File: src/rtl/sp_pkg.sv
`default_nettype none
// ============================================================================
// Module      : sp_pkg
// Description : Shared types and constants for the instruction-fetch sequencer.
// Revision    : 1.0 - initial release
// ============================================================================
package sp_pkg;

    typedef enum logic [2:0] {
        FS_IDLE    = 3'd0,
        FS_FETCH   = 3'd1,
        FS_CAPTURE = 3'd2,
        FS_ISSUE   = 3'd3,
        FS_WAIT    = 3'd4,
        FS_DONE    = 3'd5,
        FS_ERR     = 3'd6
    } fetch_state_t;

    localparam logic [1:0] ERR_NONE     = 2'd0;
    localparam logic [1:0] ERR_TIMEOUT  = 2'd1;
    localparam logic [1:0] ERR_SPURIOUS = 2'd2;
    localparam logic [1:0] ERR_ILL_PC   = 2'd3;

    localparam logic [31:0] HALT_INST_DEF = 32'hFFFF_FFFF;

endpackage
`default_nettype wire

File: src/rtl/sp_fetch_ctrl_if.sv
`default_nettype none
// ============================================================================
// Module      : sp_fetch_ctrl_if
// Description : Instruction ROM port plus core issue/retire handshake.
// Revision    : 1.0 - initial release
// ============================================================================
interface sp_fetch_ctrl_if #(
    parameter int ADDR_W = 12
);
    logic              imem_en;
    logic [ADDR_W-1:0] imem_addr;
    logic [31:0]       imem_rdata;
    logic              in_valid;
    logic [31:0]       inst;
    logic              out_valid;
    logic [31:0]       inst_addr;

    modport master (
        output imem_en, imem_addr, in_valid, inst,
        input  imem_rdata, out_valid, inst_addr
    );

    modport slave (
        input  imem_en, imem_addr, in_valid, inst,
        output imem_rdata, out_valid, inst_addr
    );
endinterface
`default_nettype wire

File: src/rtl/sp_lat_timer.sv
`default_nettype none
// ============================================================================
// Module      : sp_lat_timer
// Description : Loadable saturating up-counter with a terminal-count flag.
// Revision    : 1.0 - initial release
// ============================================================================
module sp_lat_timer #(
    parameter int WIDTH = 4,
    parameter int TERM  = 10
) (
    input  logic             clk,
    input  logic             rst,
    input  logic             i_load,
    input  logic [WIDTH-1:0] i_load_val,
    input  logic             i_inc,
    output logic             o_tc
);
    logic [WIDTH-1:0] r_count;

    always_ff @(posedge clk or posedge rst) begin
        if (rst) begin
            r_count <= '0;
        end else if (i_load) begin
            r_count <= i_load_val;
        end else if (i_inc && (r_count != '1)) begin
            r_count <= r_count + WIDTH'(1);
        end
    end

    // Flags the last cycle in which a response is still accepted.
    assign o_tc = (r_count == WIDTH'(TERM - 1));
endmodule
`default_nettype wire

File: src/rtl/sp_fetch_ctrl.sv
`default_nettype none
// ============================================================================
// Module      : sp_fetch_ctrl
// Description : Fetches from the instruction ROM, issues to the core, and
//               follows the core-returned next PC with timeout/halt checks.
// Revision    : 1.0 - initial release
// ============================================================================
module sp_fetch_ctrl
    import sp_pkg::*;
#(
    parameter int          ADDR_W    = 12,
    parameter int          MAX_LAT   = 10,
    parameter int          MAX_INST  = 500,
    parameter logic [31:0] HALT_INST = HALT_INST_DEF
) (
    input  logic                   clk,
    input  logic                   rst,
    input  logic                   start,
    sp_fetch_ctrl_if.master        bus,
    output logic                   busy,
    output logic                   done,
    output logic                   err,
    output logic [1:0]             err_code,
    output logic [15:0]            inst_cnt,
    output logic [31:0]            pc
);
    localparam logic [2:0] c_ST_IDLE    = 3'(FS_IDLE);
    localparam logic [2:0] c_ST_FETCH   = 3'(FS_FETCH);
    localparam logic [2:0] c_ST_CAPTURE = 3'(FS_CAPTURE);
    localparam logic [2:0] c_ST_ISSUE   = 3'(FS_ISSUE);
    localparam logic [2:0] c_ST_WAIT    = 3'(FS_WAIT);
    localparam logic [2:0] c_ST_DONE    = 3'(FS_DONE);
    localparam logic [2:0] c_ST_ERR     = 3'(FS_ERR);
    localparam int         c_TMR_W      = $clog2(MAX_LAT + 1);

    logic [2:0]  r_state;
    logic [2:0]  w_next_state;
    logic [31:0] r_pc;
    logic [31:0] r_inst;
    logic [15:0] r_inst_cnt;
    logic [1:0]  r_err_code;
    logic        r_in_valid;
    logic        r_busy;
    logic        r_done;
    logic        r_err;
    logic        w_pc_ok;
    logic        w_spurious;
    logic        w_halt;
    logic        w_budget_hit;
    logic        w_tmo;
    logic [15:0] w_cnt_next;

    assign w_pc_ok      = (r_pc[1:0] == 2'b00) && (r_pc[31:ADDR_W+2] == '0);
    assign w_spurious   = bus.out_valid && ((r_state == c_ST_FETCH) ||
                          (r_state == c_ST_CAPTURE) || (r_state == c_ST_ISSUE));
    assign w_halt       = (bus.imem_rdata == HALT_INST);
    assign w_budget_hit = (({1'b0, r_inst_cnt} + 17'd1) == 17'(MAX_INST));
    assign w_cnt_next   = (r_inst_cnt == 16'hFFFF) ? r_inst_cnt : r_inst_cnt + 16'd1;

    sp_lat_timer #(
        .WIDTH (c_TMR_W),
        .TERM  (MAX_LAT)
    ) u_lat_timer (
        .clk        (clk),
        .rst        (rst),
        .i_load     (r_state == c_ST_ISSUE),
        .i_load_val (c_TMR_W'(1)),
        .i_inc      ((r_state == c_ST_WAIT) && !bus.out_valid),
        .o_tc       (w_tmo)
    );

    always_comb begin
        w_next_state = r_state;
        case (r_state)
            c_ST_IDLE, c_ST_DONE, c_ST_ERR: begin
                if (start) w_next_state = c_ST_FETCH;
            end
            c_ST_FETCH: begin
                if (w_spurious || !w_pc_ok) w_next_state = c_ST_ERR;
                else                        w_next_state = c_ST_CAPTURE;
            end
            c_ST_CAPTURE: begin
                if (w_spurious)  w_next_state = c_ST_ERR;
                else if (w_halt) w_next_state = c_ST_DONE;
                else             w_next_state = c_ST_ISSUE;
            end
            c_ST_ISSUE: begin
                w_next_state = w_spurious ? c_ST_ERR : c_ST_WAIT;
            end
            c_ST_WAIT: begin
                if (bus.out_valid) w_next_state = w_budget_hit ? c_ST_DONE : c_ST_FETCH;
                else if (w_tmo)    w_next_state = c_ST_ERR;
            end
            default: w_next_state = c_ST_IDLE;
        endcase
    end

    always_ff @(posedge clk or posedge rst) begin
        if (rst) begin
            r_state    <= c_ST_IDLE;
            r_pc       <= '0;
            r_inst     <= '0;
            r_inst_cnt <= '0;
            r_err_code <= ERR_NONE;
            r_in_valid <= 1'b0;
            r_busy     <= 1'b0;
            r_done     <= 1'b0;
            r_err      <= 1'b0;
        end else begin
            r_state    <= w_next_state;
            r_in_valid <= (w_next_state == c_ST_ISSUE);
            r_busy     <= (w_next_state == c_ST_FETCH) || (w_next_state == c_ST_CAPTURE) ||
                          (w_next_state == c_ST_ISSUE) || (w_next_state == c_ST_WAIT);
            r_done     <= (w_next_state == c_ST_DONE);
            r_err      <= (w_next_state == c_ST_ERR);
            case (r_state)
                c_ST_IDLE, c_ST_DONE, c_ST_ERR: begin
                    if (start) begin
                        r_pc       <= '0;
                        r_inst_cnt <= '0;
                        r_err_code <= ERR_NONE;
                    end
                end
                c_ST_FETCH: begin
                    if (w_spurious)    r_err_code <= ERR_SPURIOUS;
                    else if (!w_pc_ok) r_err_code <= ERR_ILL_PC;
                end
                c_ST_CAPTURE: begin
                    // A halt word is never handed to the core.
                    if (w_spurious)  r_err_code <= ERR_SPURIOUS;
                    else if (!w_halt) r_inst    <= bus.imem_rdata;
                end
                c_ST_ISSUE: begin
                    if (w_spurious) r_err_code <= ERR_SPURIOUS;
                end
                c_ST_WAIT: begin
                    if (bus.out_valid) begin
                        r_pc       <= bus.inst_addr;
                        r_inst_cnt <= w_cnt_next;
                    end else if (w_tmo) begin
                        r_err_code <= ERR_TIMEOUT;
                    end
                end
                default: ;
            endcase
        end
    end

    // Illegal PCs never reach the ROM.
    assign bus.imem_en   = (r_state == c_ST_FETCH) && w_pc_ok;
    assign bus.imem_addr = r_pc[ADDR_W+1:2];
    assign bus.in_valid  = r_in_valid;
    assign bus.inst      = r_inst;
    assign busy          = r_busy;
    assign done          = r_done;
    assign err           = r_err;
    assign err_code      = r_err_code;
    assign inst_cnt      = r_inst_cnt;
    assign pc            = r_pc;
endmodule
`default_nettype wire

File: src/flat_wrapper.sv
// flat-port wrapper written by rule: the top's interface ports become plain ports
module sp_fetch_ctrl_flat import sp_pkg::*;
#(
    parameter int          ADDR_W    = 12,
    parameter int          MAX_LAT   = 10,
    parameter int          MAX_INST  = 500,
    parameter logic [31:0] HALT_INST = HALT_INST_DEF
)
  (clk, rst, start, busy, done, err, err_code, inst_cnt, pc, bus_imem_en, bus_imem_addr, bus_in_valid, bus_inst, bus_imem_rdata, bus_out_valid, bus_inst_addr);
  sp_fetch_ctrl_if #(.ADDR_W(ADDR_W)) bus_i ();
  input  logic clk;
  input  logic rst;
  input  logic start;
  output logic busy;
  output logic done;
  output logic err;
  output logic [1:0] err_code;
  output logic [15:0] inst_cnt;
  output logic [31:0] pc;
  output wire logic [$bits(bus_i.imem_en)-1:0] bus_imem_en;
  output wire logic [$bits(bus_i.imem_addr)-1:0] bus_imem_addr;
  output wire logic [$bits(bus_i.in_valid)-1:0] bus_in_valid;
  output wire logic [$bits(bus_i.inst)-1:0] bus_inst;
  input wire logic [$bits(bus_i.imem_rdata)-1:0] bus_imem_rdata;
  input wire logic [$bits(bus_i.out_valid)-1:0] bus_out_valid;
  input wire logic [$bits(bus_i.inst_addr)-1:0] bus_inst_addr;
  assign bus_imem_en = bus_i.imem_en;
  assign bus_imem_addr = bus_i.imem_addr;
  assign bus_in_valid = bus_i.in_valid;
  assign bus_inst = bus_i.inst;
  assign bus_i.imem_rdata = bus_imem_rdata;
  assign bus_i.out_valid = bus_out_valid;
  assign bus_i.inst_addr = bus_inst_addr;
  sp_fetch_ctrl #(.ADDR_W(ADDR_W), .MAX_LAT(MAX_LAT), .MAX_INST(MAX_INST), .HALT_INST(HALT_INST)) u_core (.clk(clk), .rst(rst), .start(start), .bus(bus_i), .busy(busy), .done(done), .err(err), .err_code(err_code), .inst_cnt(inst_cnt), .pc(pc));
endmodule
File: config.mk
export PLATFORM = sky130hd
export DESIGN_NAME = sp_fetch_ctrl_flat
export DESIGN_NICKNAME = d
export VERILOG_FILES = /design/src/rtl/sp_pkg.sv /design/src/rtl/sp_fetch_ctrl_if.sv /design/src/rtl/sp_lat_timer.sv /design/src/rtl/sp_fetch_ctrl.sv /design/src/flat_wrapper.sv
export SDC_FILE = /design/constraint.sdc
export NUM_CORES = 1
export LEC_CHECK = 0
export ABC_AREA = 1
export CORE_MARGIN = 2
export CORE_UTILIZATION = 49
export DETAILED_ROUTE_END_ITERATION = 16
export PLACE_DENSITY = 0.87
export SLEW_MARGIN = 15
export SYNTH_ARGS = -nofsm -noshare
export SYNTH_HDL_FRONTEND = slang
export SYNTH_SLANG_ARGS = --single-unit
export TNS_END_PERCENT = 5
File: constraint.sdc
create_clock -name clk -period 4.3 [get_ports clk]
set_input_delay 0.645 -clock clk [delete_from_list [all_inputs] [get_ports clk]]
set_output_delay 0.645 -clock clk [all_outputs]
set_load 0.01 [all_outputs]
After elaboration in Yosys (flattened, before gate mapping)
Cells that the tools add are included.

cells by class
  add/sub/neg operators = 3
  equal/unequal tests = 24
  multiplexer cells = 25
  bitwise logic cells = 2
  reductions and logical operators = 25

operators by type and width
  cell                                                              number
  32-bit two-way mux                                                2
  32-bit case mux with 2 select lines                               1
  16-bit two-way mux                                                3
  32-bit == test, second input constant                             1
  16-bit case mux with 2 select lines                               1
  3-bit two-way mux                                                 7
  3-bit == test, second input constant                              6
  18-bit zero test                                                  1
  16-bit by 1-bit adder with 17-bit output, second input constant   1
  17-bit by 9-bit == test with 1-bit output, second input constant  1
  16-bit by 1-bit adder with 16-bit output, second input constant   1
  16-bit == test, second input constant                             1
  3-bit case mux with 5 select lines                                1
  2-bit two-way mux                                                 7
  3-bit by 2-bit == test with 1-bit output, second input constant   4
  2-bit != test, second input constant                              5
  4-bit two-way mux                                                 2
  2-bit case mux with 4 select lines                                1
  3-bit by 1-bit == test with 1-bit output, second input constant   2
  1-bit logical OR                                                  6
  3-bit AND reduction                                               2
  6-bit AND reduction                                               1
  1-bit logical AND                                                 5
  4-bit by 1-bit adder with 4-bit output, second input constant     1
  13 further kinds                                                  16

word-level totals
  register bits = 93
  input bits = 68
  output and inout port bits = 99
  logic and storage cells = 89

Longest topological paths before layout
Gate-level depths: netlist of run 1.

  word-level depth = 11
  mapped depth = 14
  gate-level depth less buffers = 14

Cells and area by module
From an unflattened synthesis of run 1, not the netlist that was laid out.

second synthesis, totals
  cells, all modules = 611
  area, all modules = 4725.8 µm²

by module, submodules not included
  module         instances  cells each  area each (µm²)  seq. area each (µm²)
  sp_fetch_ctrl  1          568         4420.5           2227.1
  sp_lat_timer   1          43          305.3            100.1

Worst setup path after synthesis of run 1
OpenSTA, ideal clock, no wires.

  path kind = reg2reg
  from = register u_core.r_inst_cnt[0] (netlist: u_core.inst_cnt[0])
  to = register u_core.r_inst_cnt[3] (netlist: u_core.inst_cnt[3])
  library setup time = 0.118 ns
  arrival = 1.660 ns
  required time = 4.182 ns
  path slack = 2.522 ns
  cell stages (with the launch flop) = 10
  path buffers = 1
  clock period less this slack = 1.778 ns
  cells stage by stage = dfrtp_1 -> ha_1 -> nand3_1 -> nor2_1 -> nand3_1 -> o21ai_4 -> nor2_4 -> buf_6 -> nand2_1 -> o21ai_2

between the ends
  longest elaborated chain between the ends = 4
  elaborated cells between the ends (all ways) = 7
  those cells by class = 1 x add/sub; 2 x eq/ne; 3 x mux; 1 x reduce/logical

ends and longest elaborated chain
  what                                      line                  text
  start: declaration                        sp_fetch_ctrl.sv:40   logic [15:0] r_inst_cnt;
  start signal: assignment                  sp_fetch_ctrl.sv:139  r_inst_cnt <= w_cnt_next;
  16-bit by 1-bit adder with 16-bit output  sp_fetch_ctrl.sv:58   assign w_cnt_next = (r_inst_cnt == 16'hFFFF) ? r_inst_cnt : r_inst_cnt + 16'd1;
  16-bit two-way mux                        sp_fetch_ctrl.sv:58
  16-bit two-way mux                        sp_fetch_ctrl.sv:137  if (bus.out_valid) begin
  16-bit case mux with 2 select lines       sp_fetch_ctrl.sv:116  case (r_state)

Several ways; a longest one is shown, not always the timed one. The select of a mux whose other input is x is not followed.
A chain may end at the register's enable or synchronous reset.

Final worst setup path of run 1
  from = register u_core.r_state[0]
  to = register u_core.r_inst_cnt[12] (netlist: u_core.inst_cnt[12])

between the ends
  longest elaborated chain between the ends = 4
  elaborated cells between the ends (all ways) = 11
  those cells by class = 6 x eq/ne; 1 x mux; 4 x reduce/logical

ends and longest elaborated chain
  what                                                           line                  text
  start: declaration                                             sp_fetch_ctrl.sv:36   logic [2:0] r_state;
  start signal: assignment                                       sp_fetch_ctrl.sv:100  r_state <= c_ST_IDLE;
  start signal: assignment                                       sp_fetch_ctrl.sv:110  r_state <= w_next_state;
  3-bit == test or 3-bit zero test (tied branches)               sp_fetch_ctrl.sv:116
  3-bit OR reduction                                             sp_fetch_ctrl.sv:116
  2-bit != test (no line) or 2-bit nonzero test (tied branches)  n/a
  4-bit AND reduction (no line)                                  n/a

Several ways; a longest one is shown, not always the timed one.

==> results of run 1 <==
per-layer routing:
layer,up-vias,part of all wire
met4,0,0.020
met5,-,0
met2,180,0.50
met3,22,0.074
li1,2218,-
met1,2178,0.41
flip-flops by register name, summed over array words and instances, names as in the netlist:
| name | count |
|---|---|
| u_core.inst_cnt | 16 |
| u_core.bus.inst | 32 |
| u_core.bus.in_valid | 1 |
| u_core.done | 1 |
| u_core.pc | 32 |
| u_core.u_lat_timer.r_count | 4 |
| u_core.busy | 1 |
| u_core.r_state | 3 |
| u_core.err_code | 2 |
| u_core.err | 1 |
cell type report:
type / count / area [um2]
sequential: 93 / 2330
multi-input combinational: 432 / 1970
tap: 129 / 161
fill: 746 / 2750
inverter: 52 / 196
clock inverter: 6 / 70.1
timing repair buffer: 168 / 1680
clock buffer: 10 / 138
placed cells by master, fill, tap and decap left out, types with 3 or more instances in the layout:
cell type / Yosys / routed
dfrtp_1: 93 / 93
nand2_1: 227 / 227
nand4_1: 12 / 12
ha_1: 3 / 3
a21oi_1: 7 / 7
o21ai_1: 5 / 5
clkbuf_8: 0 / 10
o21ai_0: 43 / 43
inv_1: 49 / 48
nand2_2: 3 / 3
nand3_1: 53 / 53
clkinvlp_4: 0 / 3
inv_2: 3 / 3
clkdlybuf4s50_1: 0 / 166
nor2_4: 3 / 3
nor2_1: 54 / 54
o21ai_2: 7 / 7
critical path: stages (launching register included):
cell,delay (ps)
dfrtp_1,460
nor2_2,190
nand2_2,160
inv_2,500
nor2_4,240
nor2_8,470
o21ai_4,180
nor2_4,280
nand2_1,130
o21ai_2,80
kinds of logic (layout without fill, tap and decap cells):
logic type,count (synthesis),in the layout,share of synthesized area
simple gates,361,361,0.326
flops,93,93,0.495
buf+inv,83,236,0.0862
compound gates,67,67,0.0833
fa+ha+maj,3,3,0.00799
xor+xnor,1,1,0.00186
stage by stage:
stage	worst slack [ps]	power, W
global route	1140	0.00489
floorplan	1230	0.00298
detailed placement	1440	0.00395
CTS	1490	0.00456
finish	1510	0.00455
global placement	1530	0.00385
power groups by stage:
stage	logic [W]	registers (W)	clock network, W
6_report	0.00248	0.00146	0.000606
5_1_grt	0.00273	0.00150	0.000648
4_1_cts	0.00249	0.00146	0.000612
3_5_place_dp	0.00247	0.00147	0
3_3_place_gp	0.00239	0.00146	0
2_1_floorplan	0.00140	0.00158	0
cells in the mapped netlist (all sizes together) (2+ instances only):
cell type | n | area (um2)
nor3 | 2 | 10.0
o21ai | 56 | 318
dfrtp | 93 | 2330
a21oi | 8 | 51.3
nand2 | 232 | 893
buf | 26 | 191
ha | 3 | 37.5
inv | 52 | 195
clkbuf | 5 | 18.8
nand4 | 12 | 75.1
nand3 | 54 | 275
nor2 | 59 | 263
worst paths after layout:
path	end	depth (start not counted)
worst max-delay path	u_core.inst_cnt[12]$_DFFE_PP0P_	9
worst min-delay path	u_core.bus.inst[9]$_DFFE_PP0P_	2
worst max register to register	u_core.inst_cnt[12]$_DFFE_PP0P_	9
worst min register to register	u_core.bus.inst[9]$_DFFE_PP0P_	2
max in group asynchronous	u_core.inst_cnt[4]$_DFFE_PP0P_	3
min in group asynchronous	u_core.bus.inst[5]$_DFFE_PP0P_	2
==> metrics, run 1 <==
Flop pwr share=0.322; first drt pass iteration count=5; initial antenna violation count=0; starting density of the core=0.506; syn_nets=679; hold path startpoint=u_core.bus.inst[9]$_DFFE_PP0P_; share of synthesized registers carrying an async set or reset=1.00; Post-synth top flop=dfrtp_1; met3 usage in global routing=0.0581; DRT iter0 DRCs=249; layout cells sized above 1=0.0552; fin crit period=2790 ps; Die Footprint=0.0104 mm2; M2 GR Usage=0.437; Core Area=0.00928 mm2; fin area=0.00654 mm2; remaining global-route overflow=0; Syn Std Cell Area=0.00470 mm2; Yosys Warn Count=0; CP arrival=3070 ps; IO Port Bufs=166; Net Switching=0.00199 W; hpwl dp=9.67 mm; Pleak=3.02 nW; synth unique cells=32; Final Util=0.704; H-Tree Depth=3; upper clock frequency limit=0.358 GHz; antenna cells=0; sequential area share after synthesis=0.495; post-CTS setup buffer count=0; Layout area overhead=39.1%; first-pass GRT wire length=20.9 mm; setup TNS=0 ps; placed insts=874; cts repair resizes=0; CP Data Required Time=4580 ps; DIE WIDTH=102 um; crit path launch=u_core.r_state[0]$_DFF_PP0_; CP max FO=41; unrepaired setup endpoints after global routing=false; Remaining DRCs=0; worst r2r src=u_core.r_state[0]$_DFF_PP0_; Critical Path Source Type=flip-flop; Clk pin slew, worst setup/hold paths=90 ps; Hold Buf Count CTS=0; number of global-route vias before repair=4503; flop2flop setup slack=1510 ps; Max Cap Viol=0; CTS sink count=93; status=completed; syn avg cell area=7.73 um2; Clock Latency Late Sink=360 ps; Fin Hold WS=485 ps; DR WL/cell=14.5 um; Final Setup Violations=0; clk_skew=16.6 ps; GRT Resource Usage Total=0.252; DR vias=4598; CTS tree=done; io pins=167; Switching Share=0.438; Hold Crit Class=reg2reg; Slew HR=0.590; fin. max-slew vios=0; period utilization=0.649; Final Hold Viols=0; Placer Congestion=0.965; TritonCTS Buffers=9; largest net degree at the start of global routing=45; fin cells=890; number of synthesized flops with an enable pin=0; VDD IR max=390 uV; Die H=102 um; Row Count=35; Comb power frac=0.545; clk root buf=clkbuf_8; layer with the highest usage=met2; Vias/cell=5.17; nets@finish=827; Routed Antenna Nets=0; clock buffer depth=2; pwr/cell area=696 mW/mm2; crit path kind=reg2reg; Post-Route WL=12.9 mm; Seq cells post-synth=93; Clock Power Share=0.133; Synth Instances=608; Worst Max-Slew Pin Slew=614 ps; M1 GR Usage=0.315; Crit. End Element=flip-flop; Cell Int Power=0.00256 W; placed cell areas=0.00633 mm2
(Power assumes the default switching activity.)
==> run 2, diff against run 1 <==
CORE_UTILIZATION = 41   (was 49)
PLACE_DENSITY = 0.78   (was 0.87)
clock period = 2.37 ns   (was 4.3 ns; I/O delays follow)
==> run 2 against run 1 <==
Against the previous run: via count fell by 1.5%; die area rose by 19%; clock skew fell by 11 ps; first-iteration DRC count rose by 29%; flip-flop and latch count did not move; largest cell class unchanged; highest routed layer unchanged.
==> metrics, run 2 (same netlist as run 1, synthesis figures left out) <==
Hold Buf Count CTS=0 (unchanged); hpwl dp=9.24 mm (-4.4%); crit path launch=u_core.inst_cnt[0]$_DFFE_PP0P_; CP max FO=6 (-85%); Hold Crit Class=in2async; io pins=167 (unchanged); Die H=111 um (+9.0%); remaining global-route overflow=0 (unchanged); DR WL/cell=14.1 um (-3.0%); Die Footprint=0.0123 mm2 (+19%); clk root buf=clkbuf_16; CTS tree=done; period utilization=0.903 (+0.254); CP arrival=2370 ps (-700 ps); nets@finish=831 (+0.48%); Post-Route WL=12.8 mm (-1.1%); post-CTS setup buffer count=0 (unchanged); fin crit period=2140 ps (-650 ps); Routed Antenna Nets=0 (unchanged); H-Tree Depth=3 (unchanged); clk_skew=5.64 ps (-10.9 ps); TritonCTS Buffers=9 (unchanged); Final Hold Viols=0 (unchanged); first-pass GRT wire length=21.2 mm (+1.4%); Max Cap Viol=0 (unchanged); Comb power frac=0.527 (-0.018); crit path kind=reg2reg; unrepaired setup endpoints after global routing=false; Clock Latency Late Sink=340 ps (-20 ps); first drt pass iteration count=6 (+1); Final Util=0.594 (-0.110); DRT iter0 DRCs=320 (+29%); number of global-route vias before repair=4425 (-1.7%); Worst Max-Slew Pin Slew=620 ps (+6.82 ps); clock buffer depth=2 (unchanged); GRT Resource Usage Total=0.209 (-0.0435); IO Port Bufs=166 (unchanged); Crit. End Element=flip-flop; DIE WIDTH=111 um (+9.0%); placed cell areas=0.00639 mm2 (+0.99%); pwr/cell area=1310 mW/mm2 (+89%); CTS sink count=93 (unchanged); Fin Hold WS=481 ps (-4.40 ps); leading cell type in the layout, fill and taps excluded=nand2_1; Placer Congestion=0.895 (-7.3%); status=completed; fin. max-slew vios=0 (unchanged); initial antenna violation count=0 (unchanged); Cell Int Power=0.00517 W (+100%); Critical Path Source Type=flip-flop; Clock Power Share=0.175 (+0.042); largest net degree at the start of global routing=94 (+110%); flop2flop setup slack=230 ps (-1280 ps); Layout area overhead=43.1%; starting density of the core=0.415 (-0.0911); Net Switching=0.00368 W (+85%); CP Data Required Time=2600 ps (-1980 ps); VDD IR max=701 uV (+80%); Switching Share=0.416 (-0.0218); Pleak=3.12 nW (+3.3%); Flop pwr share=0.298 (-0.024); most frequent cells in the layout=nand2_1, clkdlybuf4s50_1, dfrtp_1; Row Count=39 (+11%); Tot Pwr=0.00885 W (+94%); antenna cells=0 (unchanged); worst r2r src=u_core.inst_cnt[0]$_DFFE_PP0P_; Vias/cell=4.99 (-3.4%); DR vias=4530 (-1.5%); Clk pin slew, worst setup/hold paths=70 ps (-20 ps); Slew HR=0.585 (-0.00548); Final Setup Violations=0 (unchanged); fin area=0.00673 mm2 (+2.9%); upper clock frequency limit=0.467 GHz (+30%); setup TNS=0 ps (unchanged); layout cells sized above 1=0.0641 (+0.00886); Remaining DRCs=0 (unchanged); Core Area=0.0113 mm2 (+22%)
-- run 2: cell types whose count changed in the layout (fill, tap and decap cells not counted), sizes merged --
cell | before | now
buf | 2 | 6
bufinv | 1 | 2
clkdlybuf4s50 | 166 | 165
clkinv | 1 | 3
clkinvlp | 3 | 2
dlymetal6s2s | 0 | 1
inv | 53 | 51
-- run 2: final cells by class --
type,instances,area [um2]
Clock buffer,10,239
Tap cell,143,179
Clock inverter,6,86.3
Timing Repair Buffer,172,1720
Fill cell,990,4590
Sequential cell,93,2330
Inverter,52,199
Multi-Input combinational cell,432,1980
-- run 2: timing repair --
| item | 4_1_cts | 5_1_grt |
|---|---|---|
| endpoints found under the setup margin | 0 | 4 |
| hold endpoints to repair | 0 | 0 |
| gates resized for setup | 0 | 4 |
-- run 2: through the flow --
stage	cells	setup WS, ps
2_1_floorplan	608	592
3_3_place_gp	892	166
3_5_place_dp	892	104
4_1_cts	908	35.1
5_1_grt	908	9.33
6_report	908	230
-- run 2: layer usage --
layer | GRT usage | share of wire | vias to the layer above
li1 | - | - | 2232
met1 | 0.262 | 0.42 | 2122
met2 | 0.352 | 0.49 | 146
met3 | 0.0399 | 0.047 | 30
met4 | 0.0905 | 0.036 | 0
met5 | 0 | 0 | -
-- run 2: worst paths after layout --
kind                                                    to  cells after the start
max                                  u_core.busy$_DFF_PP0_                     14
min                        u_core.bus.inst[11]$_DFFE_PP0P_                      3
max reg2reg                          u_core.busy$_DFF_PP0_                     14
min reg2reg                u_core.bus.inst[30]$_DFFE_PP0P_                      2
max in group asynchronous   u_core.inst_cnt[7]$_DFFE_PP0P_                      3
min in group clk           u_core.bus.inst[30]$_DFFE_PP0P_                      2
-- run 2: worst max-delay path, stage by stage, from the launching register on --
cell and delay (ps):
dfrtp_1 440, ha_2 280, nand3_1 180, nor2_1 260, nand2_1 90, nand2_1 110, nand2_1 60, nor2_1 90
nand2_1 60, nor2_1 110, nand2_1 80, nand2_1 110, nand2_1 60, nand2_1 60, inv_1 40
-- run 2: power by group through the flow --
| stage | combinational (W) | sequential, W | clock [W] |
|---|---|---|---|
| after floorplan | 0.00255 | 0.00286 | 0 |
| after global placement | 0.00453 | 0.00263 | 0 |
| after detailed placement | 0.00465 | 0.00265 | 0 |
| after CTS | 0.00467 | 0.00263 | 0.00158 |
| after global routing | 0.00513 | 0.00271 | 0.00167 |
| final | 0.00466 | 0.00264 | 0.00155 |
==> run 3, diff against run 2 <==
CTS_CLUSTER_DIAMETER = 50   (was not set)
==> results of run 3 <==
No change in the layout: final DEF, timing and power equal those of run 2.
